==> config.mk <==
export PLATFORM = sky130hd
export DESIGN_NAME = msu_data_fetch
export DESIGN_NICKNAME = d
export VERILOG_FILES = /design/src/rtl/msu_data_fetch.sv
export SDC_FILE = /design/constraint.sdc
export NUM_CORES = 1
export LEC_CHECK = 0
export ABC_AREA = 1
export CAP_MARGIN = 20
export CORE_ASPECT_RATIO = 0.75
export CORE_MARGIN = 2
export CORE_UTILIZATION = 60
export CTS_BUF_LIST = sky130_fd_sc_hd__clkbuf_2 sky130_fd_sc_hd__clkbuf_4 sky130_fd_sc_hd__clkbuf_8
export DETAILED_ROUTE_END_ITERATION = 8
export PLACE_DENSITY = 0.86
export SYNTH_ARGS = -nofsm -noshare
export SYNTH_HDL_FRONTEND = slang
export SYNTH_SLANG_ARGS = --single-unit
==> constraint.sdc <==
create_clock -name CLK -period 8.8 [get_ports CLK]
set_clock_uncertainty 0.15 [all_clocks]
set_input_delay 2.64 -clock CLK [delete_from_list [all_inputs] [get_ports CLK]]
set_output_delay 2.64 -clock CLK [all_outputs]
set_load 0.1 [all_outputs]
==> src/rtl/msu_data_fetch.sv <==
// MSU-1 data-port fetch engine: prefetches sequential bytes from the host read channel into a FIFO.
// Define MSU_DATA_STATS_EN to add the underrun_cnt / seek_cnt statistics ports.
module msu_data_fetch #(
    parameter int unsigned DEPTH       = 16,
    parameter int unsigned FILL_THRESH = 4,
    parameter int unsigned MAX_OUT     = 8
) (
    input  logic        CLK,
    input  logic        RST_N,
    input  logic [31:0] msu_data_addr,
    input  logic        msu_data_seek,
    output logic [7:0]  msu_data_in,
    output logic        msu_status_data_busy,
    output logic        req_valid,
    input  logic        req_ready,
    output logic [31:0] req_addr,
    input  logic        rsp_valid,
    input  logic [7:0]  rsp_data
`ifdef MSU_DATA_STATS_EN
    ,
    output logic [15:0] underrun_cnt,
    output logic [15:0] seek_cnt
`endif
);

    localparam int unsigned AW = (DEPTH > 1) ? $clog2(DEPTH) : 1;
    localparam int unsigned CW = AW + 1;
    localparam int unsigned SW = CW + 1;

    localparam logic [1:0] S_IDLE = 2'd0;
    localparam logic [1:0] S_FILL = 2'd1;
    localparam logic [1:0] S_RUN  = 2'd2;

    logic [1:0]    r_state;
    logic [7:0]    r_mem [DEPTH];
    logic [AW-1:0] r_wptr;
    logic [AW-1:0] r_rptr;
    logic [CW-1:0] r_count;
    logic [CW-1:0] r_outstanding;
    logic [CW-1:0] r_discard;
    logic [31:0]   r_last_addr;
    logic [31:0]   r_req_addr;
    logic          r_req_valid;
    logic          r_busy;
    logic [7:0]    r_data;

    logic [1:0]    w_state_nxt;
    logic [AW-1:0] w_wptr_nxt;
    logic [AW-1:0] w_rptr_nxt;
    logic [CW-1:0] w_count_nxt;
    logic [CW-1:0] w_count_after_pop;
    logic [CW-1:0] w_outstanding_nxt;
    logic [CW-1:0] w_discard_nxt;
    logic [31:0]   w_last_addr_nxt;
    logic [31:0]   w_req_addr_nxt;
    logic          w_req_valid_nxt;
    logic          w_busy_nxt;
    logic [7:0]    w_data_nxt;
    logic [7:0]    w_head;

    logic [31:0]   w_last_inc;
    logic          w_is_next;
    logic          w_is_same;
    logic          w_ext_seek;
    logic          w_advance;
    logic          w_underrun;
    logic          w_seek;
    logic          w_pop;
    logic          w_accept;
    logic          w_drop;
    logic          w_push;

    // Event decode: explicit/implicit seek, advance, underrun (advance on an empty FIFO).
    assign w_last_inc = r_last_addr + 32'd1;
    assign w_is_next  = (msu_data_addr == w_last_inc);
    assign w_is_same  = (msu_data_addr == r_last_addr);
    assign w_ext_seek = msu_data_seek || (!w_is_same && !w_is_next);
    assign w_advance  = !msu_data_seek && w_is_next;
    assign w_underrun = w_advance && (r_count == '0);
    assign w_seek     = w_ext_seek || w_underrun;
    assign w_pop      = w_advance && !w_underrun;
    assign w_accept   = r_req_valid && req_ready;
    assign w_drop     = rsp_valid && (r_discard != '0);
    assign w_push     = rsp_valid && !w_drop && !w_seek;

    // State register and datapath registers.
    always_ff @(posedge CLK or negedge RST_N) begin
        if (!RST_N) begin
            r_state       <= S_IDLE;
            r_wptr        <= '0;
            r_rptr        <= '0;
            r_count       <= '0;
            r_outstanding <= '0;
            r_discard     <= '0;
            r_last_addr   <= '0;
            r_req_addr    <= '0;
            r_req_valid   <= 1'b0;
            r_busy        <= 1'b0;
            r_data        <= '0;
        end else begin
            r_state       <= w_state_nxt;
            r_wptr        <= w_wptr_nxt;
            r_rptr        <= w_rptr_nxt;
            r_count       <= w_count_nxt;
            r_outstanding <= w_outstanding_nxt;
            r_discard     <= w_discard_nxt;
            r_last_addr   <= w_last_addr_nxt;
            r_req_addr    <= w_req_addr_nxt;
            r_req_valid   <= w_req_valid_nxt;
            r_busy        <= w_busy_nxt;
            r_data        <= w_data_nxt;
        end
    end

    // Prefetch storage; contents are meaningless while empty, so no reset.
    always_ff @(posedge CLK) begin
        if (w_push) begin
            r_mem[r_wptr] <= rsp_data;
        end
    end

    // Next-state and next-output logic; a seek overrides any same-cycle pop or push.
    always_comb begin
        w_state_nxt       = r_state;
        w_busy_nxt        = r_busy;
        w_req_addr_nxt    = r_req_addr;
        w_last_addr_nxt   = r_last_addr;
        w_count_nxt       = r_count + CW'(w_push) - CW'(w_pop);
        w_count_after_pop = r_count - CW'(w_pop);
        w_wptr_nxt        = r_wptr + AW'(w_push);
        w_rptr_nxt        = r_rptr + AW'(w_pop);
        w_outstanding_nxt = r_outstanding + CW'(w_accept) - CW'(rsp_valid);
        w_discard_nxt     = r_discard - CW'(w_drop);
        w_head            = r_data;
        w_data_nxt        = r_data;
        w_req_valid_nxt   = 1'b0;

        if (w_accept) begin
            w_req_addr_nxt = r_req_addr + 32'd1;
        end
        if (w_advance) begin
            w_last_addr_nxt = msu_data_addr;
        end

        case (r_state)
            S_IDLE: begin
                w_state_nxt = S_IDLE;
            end
            S_FILL: begin
                if ((r_count >= CW'(FILL_THRESH)) && (r_discard == '0)) begin
                    w_state_nxt = S_RUN;
                    w_busy_nxt  = 1'b0;
                end
            end
            S_RUN: begin
                w_state_nxt = S_RUN;
            end
            default: begin
                w_state_nxt = S_IDLE;
            end
        endcase

        // Everything still in flight, including a request accepted this cycle, is stale after a seek.
        if (w_seek) begin
            w_state_nxt     = S_FILL;
            w_busy_nxt      = 1'b1;
            w_req_addr_nxt  = msu_data_addr;
            w_last_addr_nxt = msu_data_addr;
            w_count_nxt     = '0;
            w_wptr_nxt      = '0;
            w_rptr_nxt      = '0;
            w_discard_nxt   = w_outstanding_nxt;
        end

        // Head after this cycle: bypass the incoming byte when it lands in an otherwise empty FIFO.
        if (w_count_after_pop == '0) begin
            w_head = rsp_data;
        end else begin
            w_head = r_mem[w_rptr_nxt];
        end
        if (w_count_nxt != '0) begin
            w_data_nxt = w_head;
        end

        // Credit rule: buffered plus in-flight bytes never exceed the FIFO depth.
        w_req_valid_nxt = (w_state_nxt != S_IDLE)
                        && ((SW'(w_count_nxt) + SW'(w_outstanding_nxt)) < SW'(DEPTH))
                        && (w_outstanding_nxt < CW'(MAX_OUT));
    end

    assign msu_data_in          = r_data;
    assign msu_status_data_busy = r_busy;
    assign req_valid            = r_req_valid;
    assign req_addr             = r_req_addr;

`ifdef MSU_DATA_STATS_EN
    logic [15:0] r_underrun_cnt;
    logic [15:0] r_seek_cnt;

    // Saturating event counters.
    always_ff @(posedge CLK or negedge RST_N) begin
        if (!RST_N) begin
            r_underrun_cnt <= '0;
            r_seek_cnt     <= '0;
        end else begin
            if (w_underrun && (r_underrun_cnt != 16'hFFFF)) begin
                r_underrun_cnt <= r_underrun_cnt + 16'd1;
            end
            if (w_ext_seek && (r_seek_cnt != 16'hFFFF)) begin
                r_seek_cnt <= r_seek_cnt + 16'd1;
            end
        end
    end

    assign underrun_cnt = r_underrun_cnt;
    assign seek_cnt     = r_seek_cnt;
`endif

endmodule

# Word level (Yosys, flattened, before mapping)
# Memories as Yosys holds them, arrays and structs flattened.
# Index checks and enable logic that the tools add are counted.
# totals
register_bits	99
ram_bits	128
inputBits	45
elab_cells	77
n_memories	1
# mem_list
name	depth	width	read_ports	rd_ports_with_merged_regs	wr	line_no	text
r_mem	16	8	1	0	1	35	logic [7:0] r_mem [DEPTH];
# op_classes
addsub	11
magnitude_cmp	3
eq_ne	4
mux	17
reduce_logical	30
# op_table
op	n
32-bit 2-to-1 mux	4
32-bit by 1-bit adder with 32-bit output (second input constant)	2
32-bit equality test	2
5-bit by 1-bit subtractor with 5-bit output	4
5-bit zero test	3
1-bit logical AND	11
5-bit by 1-bit adder with 5-bit output	2
5-bit 2-to-1 mux	2
2-bit nonzero test	5
5-bit nonzero test	2
4-bit by 1-bit adder with 4-bit output	2
4-bit 2-to-1 mux	2
8-bit 2-to-1 mux	1
5-bit by 5-bit adder with 6-bit output	1
1-bit zero test	6
6-bit by 5-bit less-than comparator with 1-bit output (second input constant)	1
5-bit by 3-bit greater-or-equal comparator with 1-bit output (second input constant)	1
5-bit by 4-bit less-than comparator with 1-bit output (second input constant)	1
1-bit 2-to-1 mux	5
2-bit 2-to-1 mux	2
2-bit case mux with 2 select lines	1
2-bit by 1-bit equality test with 1-bit output (second input constant)	1
2-bit equality test (second input constant)	1
1-bit logical OR	2
2-bit AND reduction	1

# Logic depth before layout (Yosys ltp)
# logic_depth
ltp_word	15
depth_mapped	36

# Worst setup path after synthesis
# No wires, ideal clock.
# synth_timing
path_type	input -> register
start	in msu_data_addr[7]
end	reg r_req_valid (netlist: req_valid)
setup_ns	0.104
arrival_time_ns	6.014
required_ns	8.546
setup_slack_ns	2.533
cell_stages	29
path_buffers	2
cell_sequence	xor2_1 > inv_1 > nand2_1 > nand2_1 > nor2_1 > nand3_1 > nor2_1 > nand2_1 > nor2_1 > nand3_2 > nand2_4 > buf_4 > buf_6 > nand3_1 > ha_1 > inv_1 > ha_1 > fa_1 > inv_1 > nor2_1 > nor2_1 > nor2_1 > nor2_1 > xnor2_1 > nor2_1 > ha_1 > nor3_1 > nand3_1 > a221oi_1
# synth_via
elab_chain_len	14
# synth_lines
item	line_no	text
start, declared	10	input logic [31:0] msu_data_addr,
32-bit equality test, on equally long branches	76, 75	
1-bit zero test	77	assign w_ext_seek = msu_data_seek || (!w_is_same && !w_is_next);
1-bit logical AND	77	
1-bit logical OR	77	
1-bit logical OR	80	assign w_seek = w_ext_seek || w_underrun;
1-bit zero test	84	assign w_push = rsp_valid && !w_drop && !w_seek;
1-bit logical AND	84	
5-bit by 1-bit adder with 5-bit output	128	w_count_nxt = r_count + CW'(w_push) - CW'(w_pop);
5-bit by 1-bit subtractor with 5-bit output	128	
5-bit 2-to-1 mux (*)	164	if (w_seek) begin
net w_count_nxt[4]	50	logic [CW-1:0] w_count_nxt;
5-bit by 5-bit adder with 6-bit output (*)	187	&& ((SW'(w_count_nxt) + SW'(w_outstanding_nxt)) < SW'(DEPTH))
6-bit by 5-bit less-than comparator with 1-bit output (*)	187	
1-bit logical AND (*)	187	
1-bit logical AND (*)	188	&& (w_outstanding_nxt < CW'(MAX_OUT));
net w_req_valid_nxt	56	logic w_req_valid_nxt;
end signal, assigned	109	r_req_valid <= w_req_valid_nxt;
end, declared	43	logic r_req_valid;
# The timed path passes the listed nets; every way through them passes the cells marked *.
# A chain may end at the register's enable or synchronous reset.

# Final worst setup path
# Ends and elaborated chain as after synthesis.

==> flow_summary.json <==
{
  "outcome": "finished clean",
  "routed_wl_mm": 32.7,
  "wl_per_cell_um": 19.0,
  "synth_ff_type": "edfxtp_1",
  "insertion_delay_ps": 540,
  "synthArstFlopShare_pct": 43.6,
  "ys_warn_count": 0,
  "ant_nets": 0,
  "htreeDepth": 2,
  "first_pass_iters": 6,
  "grt_pass1_vias": 9513,
  "io_pins": 87,
  "synth_cell_types": 40,
  "hold_violations": 0,
  "final_cell_mix": "nand2_1, nand3_1, inv_1, nor2_1, edfxtp_1",
  "synth_edf_count": 128,
  "crit_fanout": 44,
  "die_w_um": 167,
  "syn_area_mm2": 0.0119,
  "fmax_mhz": 137,
  "cts_buffers": 36,
  "area_delta_synth_final_pct": 14.4,
  "rsz0062_at_grt": "no",
  "grt_pass1_wl_mm": 51.9,
  "crit_path_frequent_cell": "nor2_1",
  "leakagePower_nw": 6.03,
  "grt_max_degree": 53,
  "crit_family": "simple AND/OR/NAND/NOR gates",
  "grt_use_total_pct": 31.7,
  "cts_root_buf": "clkbuf_8",
  "seq_area_mm2": 0.00632,
  "dpl_worst_slack_ps": 1130,
  "ys_seq_area_share_pct": 52.9,
  "setup_viol": 0,
  "worst_slew_pin_slew_ps": 1030,
  "fillers": 1423,
  "antenna_found_initial": 0,
  "drc_errors": 0,
  "port-buffer-count": 86,
  "post-route-util_pct": 70.3,
  "min_period_over_period_pct": 83.1,
  "critPathRequiredTime_ps": 9080,
  "path_buf_inv": 4,
  "place_congestion": 0.990,
  "cp.arrival_ps": 7590,
  "startpoint_type": "input pin",
  "start_util_pct": 61.5,
  "setup_ws_ps": 1490,
  "final_common_cell": "nand2_1",
  "drtIter0Drc": 1323,
  "p_total_mw": 2.63,
  "slew_viol_final": 0,
  "ir_drop_mv": 0.127,
  "clock-sinks": 227,
  "period_needed_ps": 7310,
  "syn_nets": 1454,
  "layout-drive-gt1-share_pct": 7.43,
  "ctsHoldBuffers": 0,
  "nets": 1515,
  "antenna_cells": 0,
  "cts_setup_buffers": 0,
  "synthCells": 1379,
  "die_h_um": 126,
  "hold_class": "reg2reg",
  "max_stage_delay_ps": 580,
  "rows": 44,
  "end_kind": "flop",
  "ys_ff_latch": 227,
  "cp_slowest_cell": "clkdlybuf4s50_1",
  "maxCapViolCount": 0,
  "crit_type": "in2reg",
  "cts_tree": "done",
  "num_vias": 9826,
  "cts.path.max_buffers": 3,
  "path_clk_slew_ps": 60,
  "max_slew_margin_pct": 31.4,
  "die_area_mm2": 0.0211,
  "avgSynthCellArea_um2": 8.66,
  "tns_ps": 0,
  "post_cts_resized": 0,
  "vias_per_cell": 5.71,
  "dp_hpwl_mm": 22.7,
  "core_region_area_mm2": 0.0194,
  "multiInputGateArea_mm2": 0.00470,
  "gr-total-overflow": 0,
  "p_per_area_mw_per_mm2": 193
}
-- per-stage QoR --
| step | hold WS, ps | instances | area (µm²) |
|---|---|---|---|
| after floorplan | 347 | 1379 | 11900 |
| after global placement | 323 | 1655 | 12900 |
| after detailed placement | 324 | 1655 | 12900 |
| after CTS | 343 | 1721 | 13700 |
| after global routing | 388 | 1721 | 13700 |
| final | 346 | 1721 | 13700 |
-- cell usage after synthesis (2+ instances only) --
library cell | instances | area [µm²]
a21oi_1 | 17 | 85.1
a31oi_1 | 3 | 18.8
buf_1 | 3 | 11.3
buf_2 | 12 | 60.1
buf_4 | 3 | 22.5
buf_6 | 2 | 22.5
clkbuf_1 | 50 | 188
clkinv_1 | 3 | 11.3
dfrtp_1 | 99 | 2480
edfxtp_1 | 128 | 3840
fa_1 | 2 | 40.0
ha_1 | 28 | 350
inv_1 | 154 | 578
inv_2 | 9 | 33.8
nand2_1 | 350 | 1310
nand2_2 | 9 | 56.3
nand3_1 | 158 | 791
nand3_2 | 2 | 20.0
nand3b_1 | 22 | 165
nand4_1 | 15 | 93.8
nor2_1 | 154 | 578
nor2_2 | 9 | 56.3
nor2_4 | 6 | 67.6
nor3_1 | 8 | 40.0
nor4_1 | 6 | 37.5
o211ai_1 | 12 | 90.1
o21ai_0 | 27 | 135
o21ai_1 | 2 | 10.0
o221ai_1 | 6 | 52.6
xnor2_1 | 25 | 219
xor2_1 | 46 | 403
-- layer usage --
metal / track usage [%] / vias up / wire length [µm]
met4: 7.81 / 0 / 646
li1: - / 4571 / -
met3: 11.0 / 72 / 4480
met5: 0 / - / 0
met1: 48.1 / 4579 / 14200
met2: 43.8 / 604 / 13400
-- final timing paths --
check / depth (start not counted) / to / startpoint / slack, ps
setup / recovery: 28 / req_valid / msu_data_addr[7] / 1490
hold / removal: 2 / msu_data_in[4] / msu_data_in[4] / 350
setup reg to reg: 29 / req_valid / r_last_addr[1] / 3320
hold reg to reg: 2 / msu_data_in[4] / msu_data_in[4] / 350
max in group asynchronous: 2 / r_rptr[1] / RST_N / 5400
min in group asynchronous: 1 / req_addr[6] / RST_N / 1970
-- cells by family (layout without fill, tap and decap cells) --
kind of cell | after synthesis | count (layout) | synth area share (%)
AOI/OAI and AO/OA | 71 | 71 | 3.54
DFF | 227 | 227 | 52.9
adders and majority gates | 30 | 30 | 3.27
xor gates and xnor gates | 71 | 71 | 5.21
and+or+nand+nor | 744 | 744 | 27.3
buffers and inverters | 236 | 325 | 7.76
-- sequential cells by signal, summed over array words and instances, names as in the netlist --
register,count
msu_data_in,8
msu_status_data_busy,1
r_count,5
r_discard,5
r_last_addr,32
r_mem,128
r_outstanding,5
r_rptr,4
r_state,2
r_wptr,4
req_addr,32
req_valid,1
-- power by group --
part	internal (mW)	total, mW	switching [mW]
sequential	1.17	1.21	0.0341
clock	0.556	0.995	0.439
combinational	0.142	0.432	0.290
total	1.87	2.63	0.763
-- tightest hold or removal path: stages (launching register included) --
cell and delay (ps):
dfrtp_1 350, nand2_1 60, nand2_1 60
-- area by class of cell --
class / count / area share (%)
Clock inverter: 15 / 1.20
Sequential cell: 227 / 46.3
Tap cell: 253 / 2.32
Timing Repair Buffer: 93 / 6.67
Multi-Input combinational cell: 916 / 34.4
Inverter: 166 / 4.56
Clock buffer: 51 / 4.59
(Power assumes the default switching activity.)
